## config.mk

```make
export PLATFORM = sky130hd
export DESIGN_NAME = minimac2_rx_mii
export DESIGN_NICKNAME = d
export VERILOG_FILES = /design/src/rtl/minimac2_rx_mii.sv
export SDC_FILE = /design/constraint.sdc
export NUM_CORES = 1
export LEC_CHECK = 0
export CAP_MARGIN = 20
export CORE_ASPECT_RATIO = 0.75
export CORE_UTILIZATION = 55
export DETAILED_ROUTE_END_ITERATION = 7
export PLACE_DENSITY = 0.86
export SYNTH_ARGS = -nofsm -noshare
export SYNTH_HDL_FRONTEND = slang
export SYNTH_SLANG_ARGS = --single-unit
```

## constraint.sdc

```tcl
create_clock -name phy_rx_clk -period 3.6 [get_ports phy_rx_clk]
set_input_delay 0.72 -clock phy_rx_clk [delete_from_list [all_inputs] [get_ports phy_rx_clk]]
set_output_delay 0.72 -clock phy_rx_clk [all_outputs]
set_load 0.005 [all_outputs]
```

## src/rtl/minimac2_rx_mii.sv

```systemverilog
// minimac2 MII receive engine: strips preamble/SFD, assembles nibbles into buffer bytes, reports frames.
// Define MINIMAC2_RX_CRC_EN to build the FCS checker; otherwise rx_crc_ok is tied high.
module minimac2_rx_mii #(
    parameter logic [10:0] MAX_BYTES = 11'd1530
) (
    input  logic        phy_rx_clk,
    input  logic        phy_rx_rst,
    input  logic        phy_dv,
    input  logic        phy_rx_er,
    input  logic [3:0]  phy_rx_data,
    input  logic        rx_ready,
    output logic [10:0] rxb_adr,
    output logic [7:0]  rxb_dat,
    output logic        rxb_we,
    output logic        rx_done,
    output logic [10:0] rx_count,
    output logic        rx_drop,
    output logic        rx_crc_ok
);

    typedef enum logic [2:0] {
        IDLE,
        PREAMBLE,
        RECV_LO,
        RECV_HI,
        DISCARD,
        FINISH
    } state_t;

    state_t      state, state_next;
    logic        dv_r, er_r;
    logic [3:0]  d_r;
    logic        armed;
    logic [10:0] byte_count;
    logic [3:0]  lo;
    logic        wr_pend;
    logic [7:0]  wr_byte;
    logic        latch_lo, set_pend, drop_now, done_now;

    // Input stage is never reset so dv_r keeps tracking the line through a reset.
    always_ff @(posedge phy_rx_clk) begin
        dv_r <= phy_dv;
        er_r <= phy_rx_er;
        d_r  <= phy_rx_data;
    end

    always_comb begin
        state_next = state;
        latch_lo   = 1'b0;
        set_pend   = 1'b0;
        drop_now   = 1'b0;
        done_now   = 1'b0;
        case (state)
            IDLE: begin
                if (armed && dv_r && d_r == 4'h5) state_next = PREAMBLE;
            end
            PREAMBLE: begin
                if (!dv_r) begin
                    state_next = IDLE;
                end else if (d_r == 4'hD) begin
                    if (rx_ready) begin
                        state_next = RECV_LO;
                    end else begin
                        state_next = DISCARD;
                        drop_now   = 1'b1;
                    end
                end else if (d_r != 4'h5) begin
                    state_next = DISCARD;
                end
            end
            RECV_LO: begin
                if (!dv_r) begin
                    state_next = FINISH;
                end else if (er_r) begin
                    state_next = DISCARD;
                    drop_now   = 1'b1;
                end else begin
                    latch_lo   = 1'b1;
                    state_next = RECV_HI;
                end
            end
            RECV_HI: begin
                if (!dv_r) begin
                    state_next = FINISH;
                end else if (er_r || byte_count == MAX_BYTES) begin
                    state_next = DISCARD;
                    drop_now   = 1'b1;
                end else begin
                    set_pend   = 1'b1;
                    state_next = RECV_LO;
                end
            end
            DISCARD: begin
                if (!dv_r) state_next = IDLE;
            end
            FINISH: begin
                state_next = IDLE;
                if (byte_count == '0) drop_now = 1'b1;
                else                  done_now = 1'b1;
            end
            default: state_next = IDLE;
        endcase
    end

    // A completed byte is staged in wr_byte for one cycle before it is written out.
    always_ff @(posedge phy_rx_clk) begin
        if (phy_rx_rst) begin
            state      <= IDLE;
            armed      <= 1'b0;
            byte_count <= '0;
            lo         <= '0;
            wr_pend    <= 1'b0;
            wr_byte    <= '0;
            rxb_we     <= 1'b0;
            rxb_adr    <= '0;
            rxb_dat    <= '0;
            rx_done    <= 1'b0;
            rx_drop    <= 1'b0;
            rx_count   <= '0;
        end else begin
            state   <= state_next;
            if (!dv_r) armed <= 1'b1;
            if (latch_lo) lo <= d_r;
            wr_pend <= set_pend;
            if (set_pend) wr_byte <= {d_r, lo};
            rxb_we  <= wr_pend;
            if (wr_pend) begin
                rxb_adr    <= byte_count;
                rxb_dat    <= wr_byte;
                byte_count <= byte_count + 11'd1;
            end
            if (state == IDLE) byte_count <= '0;
            rx_done <= done_now;
            rx_drop <= drop_now;
            if (done_now) rx_count <= byte_count;
        end
    end

`ifdef MINIMAC2_RX_CRC_EN
    logic [31:0] crc;

    function automatic logic [31:0] crc_next(input logic [31:0] c, input logic [7:0] b);
        logic [31:0] x;
        x = c ^ {24'd0, b};
        for (int unsigned i = 0; i < 8; i++)
            x = x[0] ? ((x >> 1) ^ 32'hEDB88320) : (x >> 1);
        return x;
    endfunction

    function automatic logic [31:0] bit_rev(input logic [31:0] v);
        logic [31:0] r;
        for (int unsigned i = 0; i < 32; i++) r[i] = v[31-i];
        return r;
    endfunction

    // The register runs LSB-first, so it is bit-reversed before comparing with the MSB-first residue.
    always_ff @(posedge phy_rx_clk) begin
        if (phy_rx_rst) begin
            crc       <= '1;
            rx_crc_ok <= 1'b0;
        end else begin
            if (state == IDLE) crc <= '1;
            else if (wr_pend)  crc <= crc_next(crc, wr_byte);
            if (done_now) rx_crc_ok <= (bit_rev(crc) == 32'hC704DD7B);
        end
    end
`else
    assign rx_crc_ok = 1'b1;
`endif

endmodule

```

==> out/results.ini, run 1 <==
[outcome]
status=completed

[sta]
setup_ws_ps=1680
maxSlewViolCount=0
max_slew_margin=0.387
fin_crit_ps=1920
worst_clock_skew_ps=8.36
timing.final.crit_share=0.534
fmax_mhz=520
worst_pin_slew_ps=919
finalHoldViolations=0
rsz0062_at_grt=false
final-setup-viol-count=0
finalSetupTns_ps=0

[clock_network]
path_clk_slew_ps=80
cts_max_level=3
cts_root_buf=clkbuf_8
cts_tree=done
cts_hold_buffers=0
cts_resized=0
clk_path_buf_depth=2
clock_sinks=67
cts_setup_buffers=0
insertion_delay_ps=340
cts_buffers=9

[yosys]
synth_cells=279
synthArstFlopShare=0
synth-seq-area-share=0.495
synth_compound_area_frac=0.0850
synth.area.mux_share=0.122
synth_simple_gate_area_frac=0.206
synth_top_family_by_area=simple AND/OR/NAND/NOR gates
synth_cell_type_count=48
syn_avg_cell_area_um2=9.70
synthAdderAreaFrac=0.0139
ys_ff_latch=67
synth_nets=291
ys.flop_type=dfxtp_1
yosysWarnings=0
synth_area_um2=2710
synth_xor_area_frac=0.0259
synth_edf_count=0

[cells_and_area]
regArea_um2=1340
final_util=0.726
instances_no_fill=373
fill_cells=336
final_cell_mix=dfxtp_1, nor2_1, clkdlybuf4s50_1
multi_input_area_um2=1230
final_common_cell=dfxtp_1
drive_gt1_frac=0.111
syn_to_final_growth_pct=23.3
nNetsFinal=323
diodes=0

[placement]
hpwlAfterDp_um=3310
dp.cells=357
pre_cts_ws_ps=1600
gp_congestion=0.774
io_buffers=41

[setup_path]
arrival_ps=1200
cp_max_fo=2
max_stage_delay_ps=510
end_kind=output pin
crit_family=buffers and inverters
worstPathRequired_ps=2880
reg2reg_from=byte_count[3]
setup.worst_path.start=rxb_dat[3]
cp-start-kind=flip-flop
crit_type=reg2out
path_cells=clkdlybuf4s50_1
cp_num_buf_inv=1
worst_path_max_delay_cell=clkdlybuf4s50_1

[grt]
track_usage=0.223
antenna_found_initial=0
grt_pass1_vias=1877
grt_remaining_overflow=0
grt_max_degree=54
grt_pass1_wl_um=9070

[floorplanning]
start_util=0.589
die-height_um=62.8
placeableCoreArea_um2=4600
die_x_um=83.0
dieArea_um2=5210
ios=43
rows=21

[job]
cap_violations=0

[route]
first_pass_iters=4
vias=2025
vias_per_cell=5.43
drt-initial-drc-count=102
routed_wl_um=5290
ant_nets=0
drt-wirelength-per-cell_um=14.2
drc=0

[power]
p_leak_uw=0.00111
p_total_uw=1540
power_density_nw_per_um2=462
ir_worst_vdd_mv=0.296

[min_path]
hold_class=reg2reg
min_from=armed

[per-stage QoR]
step | cell area (um2) | hold slack (ps)
2_1_floorplan | 2710 | 426
3_3_place_gp | 3090 | 439
3_5_place_dp | 3090 | 444
4_1_cts | 3340 | 455
5_1_grt | 3340 | 482
6_report | 3340 | 451
[cell usage after synthesis (2+ instances only)]
library cell / number / share of area
a211oi_1: 2 / 0.0055
a21oi_1: 16 / 0.030
a21oi_2: 2 / 0.0065
a31oi_1: 3 / 0.0069
and2_1: 2 / 0.0046
buf_2: 7 / 0.013
buf_6: 2 / 0.0083
clkbuf_1: 11 / 0.015
dfxtp_1: 67 / 0.50
ha_1: 3 / 0.014
inv_1: 7 / 0.0097
mux2i_1: 33 / 0.12
nand2_1: 10 / 0.014
nand2b_1: 4 / 0.0092
nand3_2: 8 / 0.030
nand4_1: 3 / 0.0069
nor2_1: 45 / 0.062
nor2b_1: 2 / 0.0046
nor3_1: 3 / 0.0055
nor3b_1: 2 / 0.0055
nor4bb_1: 2 / 0.0074
o21ai_0: 4 / 0.0074
o21ai_1: 9 / 0.017
or3_1: 2 / 0.0046
xnor2_1: 4 / 0.013
xor2_1: 4 / 0.013
[worst paths after layout]
kind                            slack, ps  depth (start not counted)          to
worst max-delay path                 1680                          1  rxb_dat[3]
worst min-delay path                  450                          2       armed
worst max register to register       1720                          4  wr_byte[3]
worst min register to register        450                          2       armed
[power breakdown]
part / switching, uW / internal [uW] / total, uW
clock network: 290 / 480 / 770
logic: 11.8 / 9.75 / 21.6
registers: 5.33 / 745 / 751
[area by class of cell]
cell class	instances	share of cell area
clock inverter	6	0.0334
tap	57	0.0214
sequential	67	0.402
timing repair buffer	43	0.126
clock buffer	10	0.0412
multi-input combinational	183	0.368
inverter	7	0.00787
[metal layers]
metal | track usage | share of wire | up-vias
met2 | 0.341 | 0.43 | 53
met5 | 0 | 0 | -
met3 | 0.0819 | 0.053 | 9
met4 | 0.0905 | 0.016 | 0
met1 | 0.287 | 0.50 | 948
li1 | - | - | 1015
[worst min-delay path, stage by stage, from the launching register on]
cell,delay (ps)
dfxtp_1,310
inv_1,50
a21oi_1,50
[registers in the layout, indices dropped and copies added (netlist names), 3 cells and up]
name and count:
lo 4, wr_byte 8, rx_count 11, d_r 4, rxb_adr 11, state 3, rxb_dat 8, byte_count 11
[cell families (layout without fill, tap and decap cells)]
family / Yosys count / after routing
compound gates: 40 / 40
simple gates: 98 / 98
buf+inv: 29 / 66
mux: 33 / 33
other cells: 1 / 1
xor+xnor: 8 / 8
fa+ha+maj: 3 / 3
flops: 67 / 67
(Power assumes the default switching activity.)
==> run 2, diff against run 1 <==
--- a/config.mk
+++ b/config.mk
@@ -7,9 +7,9 @@
 export LEC_CHECK = 0
 export CAP_MARGIN = 20
 export CORE_ASPECT_RATIO = 0.75
-export CORE_UTILIZATION = 55
+export CORE_UTILIZATION = 48
 export DETAILED_ROUTE_END_ITERATION = 7
-export PLACE_DENSITY = 0.86
+export PLACE_DENSITY = 0.8
 export SYNTH_ARGS = -nofsm -noshare
 export SYNTH_HDL_FRONTEND = slang
 export SYNTH_SLANG_ARGS = --single-unit
==> constraint.sdc (replaced) <==
create_clock -name phy_rx_clk -period 1.7 [get_ports phy_rx_clk]
set_input_delay 0.34 -clock phy_rx_clk [delete_from_list [all_inputs] [get_ports phy_rx_clk]]
set_output_delay 0.34 -clock phy_rx_clk [all_outputs]
set_load 0.005 [all_outputs]
==> run 2 against run 1 <==
Net effect: hold slack lost 59 ps; clock power is 42% higher; first-iteration DRC count grew 16%; sequential power up 110%; critical path type is now reg2reg; count of clock-buffer cells in the layout did not move; routed wire length increased by 4.4%; final area is 2.0% higher.
==> out/results.ini, run 2 (synthesis results as in run 1) <==
[power]
switching_share=0.226
pwr-share-comb=0.018
internal_power_uw=2120
ir_worst_vdd_mv=0.561
power_frac_seq=0.582
clkPwrFrac=0.400
p_switching_uw=617
power_density_nw_per_um2=803
p_leak_uw=0.00116

[setup_path]
setup.worst_path.start=byte_count[1]
ff2ff_setup_slack_ps=110
timing.rr.end=rx_count[1]
reg2reg_depth=7
cp-start-kind=flip-flop
reg2reg_from=byte_count[1]
arrival_ps=1810
end_kind=flip-flop
crit_end=rx_count[1]
crit_type=reg2reg
cp_max_fo=7
worstPathRequired_ps=1930

[floorplanning]
dieArea_um2=5950
die-height_um=67.0
die_x_um=88.7
rows=23
start_util=0.503
placeableCoreArea_um2=5380
ios=43

[cells_and_area]
fill_cells=453
drive_gt1_frac=0.160
top_regs=byte_count: 11 flops, rx_count: 11 flops, rxb_adr: 11 flops
final_cell_mix=dfxtp_1, nor2_1, clkdlybuf4s50_1
syn_to_final_growth_pct=25.8
diodes=0
nNetsFinal=339
final_common_cell=dfxtp_1

[sta]
timing.final.crit_share=0.934
worst_pin_slew_ps=485
maxSlewViolCount=0
finalHoldViolations=0
holdWs_ps=392
final-setup-viol-count=0
finalSetupTns_ps=0
worst_clock_skew_ps=7.31
fin_crit_ps=1590
max_slew_margin=0.673
fmax_mhz=630
rsz0062_at_grt=false

[route]
vias_per_cell=5.11
routed_wl_um=5520
first_pass_iters=4
ant_nets=0
drt-wirelength-per-cell_um=13.6
drc=0
vias=2078
drt-initial-drc-count=118

[clock_network]
cts_buffers=9
clk_path_buf_depth=2
insertion_delay_ps=340
cts_tree=done
path_clk_slew_ps=70
cts_root_buf=clkbuf_8
clock_sinks=67
cts_max_level=3

[outcome]
status=completed

[placement]
gp_congestion=0.815
io_buffers=41
hpwlAfterDp_um=3890

[min_path]
min_from=phy_rx_rst
hold_class=in2reg

[grt]
grt_remaining_overflow=0
grt_max_degree=35
antenna_found_initial=0
grt_pass1_vias=1850
grt_pass1_wl_um=8850
track_usage=0.204

[job]
cap_violations=0

[run 2: worst min path at each step]
stage | endpoint | depth (start not counted)
global route | rx_count[4] | 2
finish | rx_count[10] | 2
detailed placement | armed | 2
CTS | rxb_adr[10] | 2
global placement | armed | 2
floorplan | d_r[0] | 0
[run 2: power by group through the flow]
stage | clock network [uW] | logic (uW) | registers, uW
floorplan | 0 | 30.3 | 1620
global placement | 0 | 47.9 | 1630
detailed placement | 0 | 48.2 | 1630
CTS | 1130 | 48.2 | 1590
global route | 1190 | 52.7 | 1590
finish | 1090 | 48.3 | 1590
[run 2: cell type report]
type | count | area [um2] | share of cell area
inverter | 7 | 26.3 | 0.00771
tap | 75 | 93.8 | 0.0276
multi-input combinational | 183 | 1240 | 0.365
sequential | 67 | 1340 | 0.394
clock buffer | 10 | 128 | 0.0375
timing repair buffer | 59 | 541 | 0.159
clock inverter | 6 | 32.5 | 0.00955
[run 2: worst max-delay path, cell delays in order, from the launching register on]
cell and delay [ps]:
dfxtp_2 370, inv_1 60, ha_1 180, nor4b_2 160, a31oi_1 190, buf_4 220
mux2i_1 230, nor2_1 50
[run 2: per-layer routing]
| metal | GRT usage | routed length, um | vias to the layer above | share of wire |
|---|---|---|---|---|
| li1 | - | - | 1048 | - |
| met1 | 0.275 | 2740 | 967 | 0.50 |
| met2 | 0.296 | 2410 | 57 | 0.44 |
| met3 | 0.0781 | 316 | 6 | 0.057 |
| met4 | 0.0665 | 61 | 0 | 0.011 |
| met5 | 0 | 0 | - | 0 |
[run 2: per-stage QoR]
step	area [um2]	setup slack, ps	util	total power (uW)	cells
3_5_place_dp	3230	49.1	0.601	1670	391
6_report	3410	112	0.633	2730	407
5_1_grt	3410	5.47	0.633	2830	407
4_1_cts	3390	16.8	0.630	2770	407
2_1_floorplan	2710	82.7	-	1650	279
3_3_place_gp	3230	97.4	0.601	1670	391
[run 2: timing repair]
| item | CTS | global route |
|---|---|---|
| buffers inserted | 0 | 0 |
| resized for setup | 0 | 3 |
| setup endpoints to repair | 0 | 13 |
| hold buffers | 0 | 0 |
==> run 3, diff against run 2 <==
--- a/config.mk
+++ b/config.mk
@@ -6,10 +6,11 @@
 export NUM_CORES = 1
 export LEC_CHECK = 0
 export CAP_MARGIN = 20
-export CORE_ASPECT_RATIO = 0.75
+export CORE_ASPECT_RATIO = 1.2
 export CORE_UTILIZATION = 48
 export DETAILED_ROUTE_END_ITERATION = 7
 export PLACE_DENSITY = 0.8
+export SKIP_CTS_REPAIR_TIMING = 1
 export SYNTH_ARGS = -nofsm -noshare
 export SYNTH_HDL_FRONTEND = slang
 export SYNTH_SLANG_ARGS = --single-unit
==> run 3 against run 2 <==
Net effect: the flow now finishes with violations (design-rule violations); clock skew fell by 2.3 ps; critical path depth fell by 3; non-clock buffer count did not move; final area rose by 1.1%; critical path type unchanged; critical endpoint is now wr_byte[6]; largest power group unchanged; highest routed layer unchanged.
==> out/results.ini, run 3 (synthesis results as in run 1) <==
[outcome]
status=finished with violations
violations=design-rule violations

[sta]
worst_clock_skew_ps=5.02
final-setup-viol-count=0
timing.final.crit_share=0.941
finalHoldViolations=0
fin_crit_ps=1600
maxSlewViolCount=0
setup_ws_ps=100
finalSetupTns_ps=0
fmax_mhz=625
rsz0062_at_grt=false

[grt]
grt_pass1_vias=2025
track_usage=0.200
grt_pass1_wl_um=9140
grt_remaining_overflow=0
antenna_found_initial=0
grt_max_degree=29

[setup_path]
cp_max_fo=7
worst_path_max_delay_cell=or4_4
crit_type=reg2reg
path_depth=4
worstPathRequired_ps=1920
reg2reg_depth=4
end_kind=flip-flop
path_cells=nand4_2 -> or4_4 -> nand3_2 -> a21oi_1
cp-start-kind=flip-flop
crit_family=simple AND/OR/NAND/NOR gates
max_stage_delay_ps=630
ff2ff_setup_slack_ps=100
cp_num_buf_inv=0
arrival_ps=1820

[cells_and_area]
fill_cells=433
nNetsFinal=340
final_cell_mix=dfxtp_1, nor2_1, clkdlybuf4s50_1
top_regs=byte_count: 11 flops, rx_count: 11 flops, rxb_adr: 11 flops
diodes=0
drive_gt1_frac=0.163
final_common_cell=dfxtp_1
regArea_um2=1340
multi_input_area_um2=1250
syn_to_final_growth_pct=27.1

[route]
first_pass_iters=6
vias_per_cell=5.29
drt-wirelength-per-cell_um=13.9
drc=14
drt-initial-drc-count=104
routed_wl_um=5500
ant_nets=0
vias=2086

[floorplanning]
die_x_um=70.6
die-height_um=84.3
rows=29
start_util=0.504
placeableCoreArea_um2=5370
ios=43
dieArea_um2=5950

[power]
p_leak_uw=0.00118
internal_power_uw=2320
clkPwrFrac=0.439
ir_worst_vdd_mv=0.623
power_frac_seq=0.544
p_switching_uw=600
switching_share=0.205
power_density_nw_per_um2=849
pwr-share-comb=0.017

[clock_network]
cts_root_buf=clkbuf_8
clk_path_buf_depth=2
path_clk_slew_ps=70
cts_max_level=3
clock_sinks=67
cts_buffers=9
insertion_delay_ps=350
cts_tree=done

[placement]
pre_cts_ws_ps=78.2
io_buffers=41
gp_congestion=0.836
hpwlAfterDp_um=3660

[min_path]
hold_class=in2reg
holdPathStages=2

[job]
cap_violations=0

## run 3: cell types whose count changed in the layout (fill, tap and decap cells not counted)
cell / change
clkbuf_8: +5
or4_4: +1
clkinvlp_4: -1
buf_4: -1
clkbuf_1: -1
buf_6: +1
clkinv_2: -4
## run 3: power by group through the flow
stage | combinational, uW | clock (uW) | sequential, uW
finish | 49.9 | 1280 | 1590
global route | 55.7 | 1370 | 1590
CTS | 50.2 | 1300 | 1590
detailed placement | 50.1 | 0 | 1630
global placement | 50.2 | 0 | 1620
floorplan | 30.3 | 0 | 1620
## run 3: worst register-to-register path, cell delays in order, from the launching register on
cell     delay, ps
dfxtp_1        450
nand4_2        230
or4_4          630
nand3_2        110
a21oi_1         60
## run 3: layout make-up
cell class                      count  share of cell area
Sequential cell                    67               0.390
Multi-Input combinational cell    184               0.364
Timing Repair Buffer               59               0.158
Clock buffer                       14              0.0560
Tap cell                           62              0.0225
Inverter                            7             0.00763
Clock inverter                      1             0.00145
## run 3: stage by stage
stage / utilization / cells / area [um2] / hold slack, ps / total power [uW]
after detailed placement: 0.597 / 377 / 3210 / 445 / 1680
final: 0.641 / 394 / 3440 / 256 / 2920
after floorplan: - / 279 / 2710 / 368 / 1650
after CTS: 0.634 / 392 / 3410 / 251 / 2940
after global routing: 0.641 / 394 / 3440 / 256 / 3020
after global placement: 0.597 / 377 / 3210 / 435 / 1680
## run 3: routing by layer
layer / GRT usage / vias to the layer above / share of wire
li1: - / 1049 / -
met1: 0.232 / 985 / 0.45
met2: 0.327 / 45 / 0.50
met3: 0.0504 / 7 / 0.034
met4: 0.131 / 0 / 0.017
met5: 0 / - / 0
## run 3: final timing paths
kind | startpoint | end
setup / recovery | byte_count[5] | wr_byte[6]
hold / removal | phy_rx_rst | armed
setup reg to reg | byte_count[5] | wr_byte[6]
hold reg to reg | armed | armed
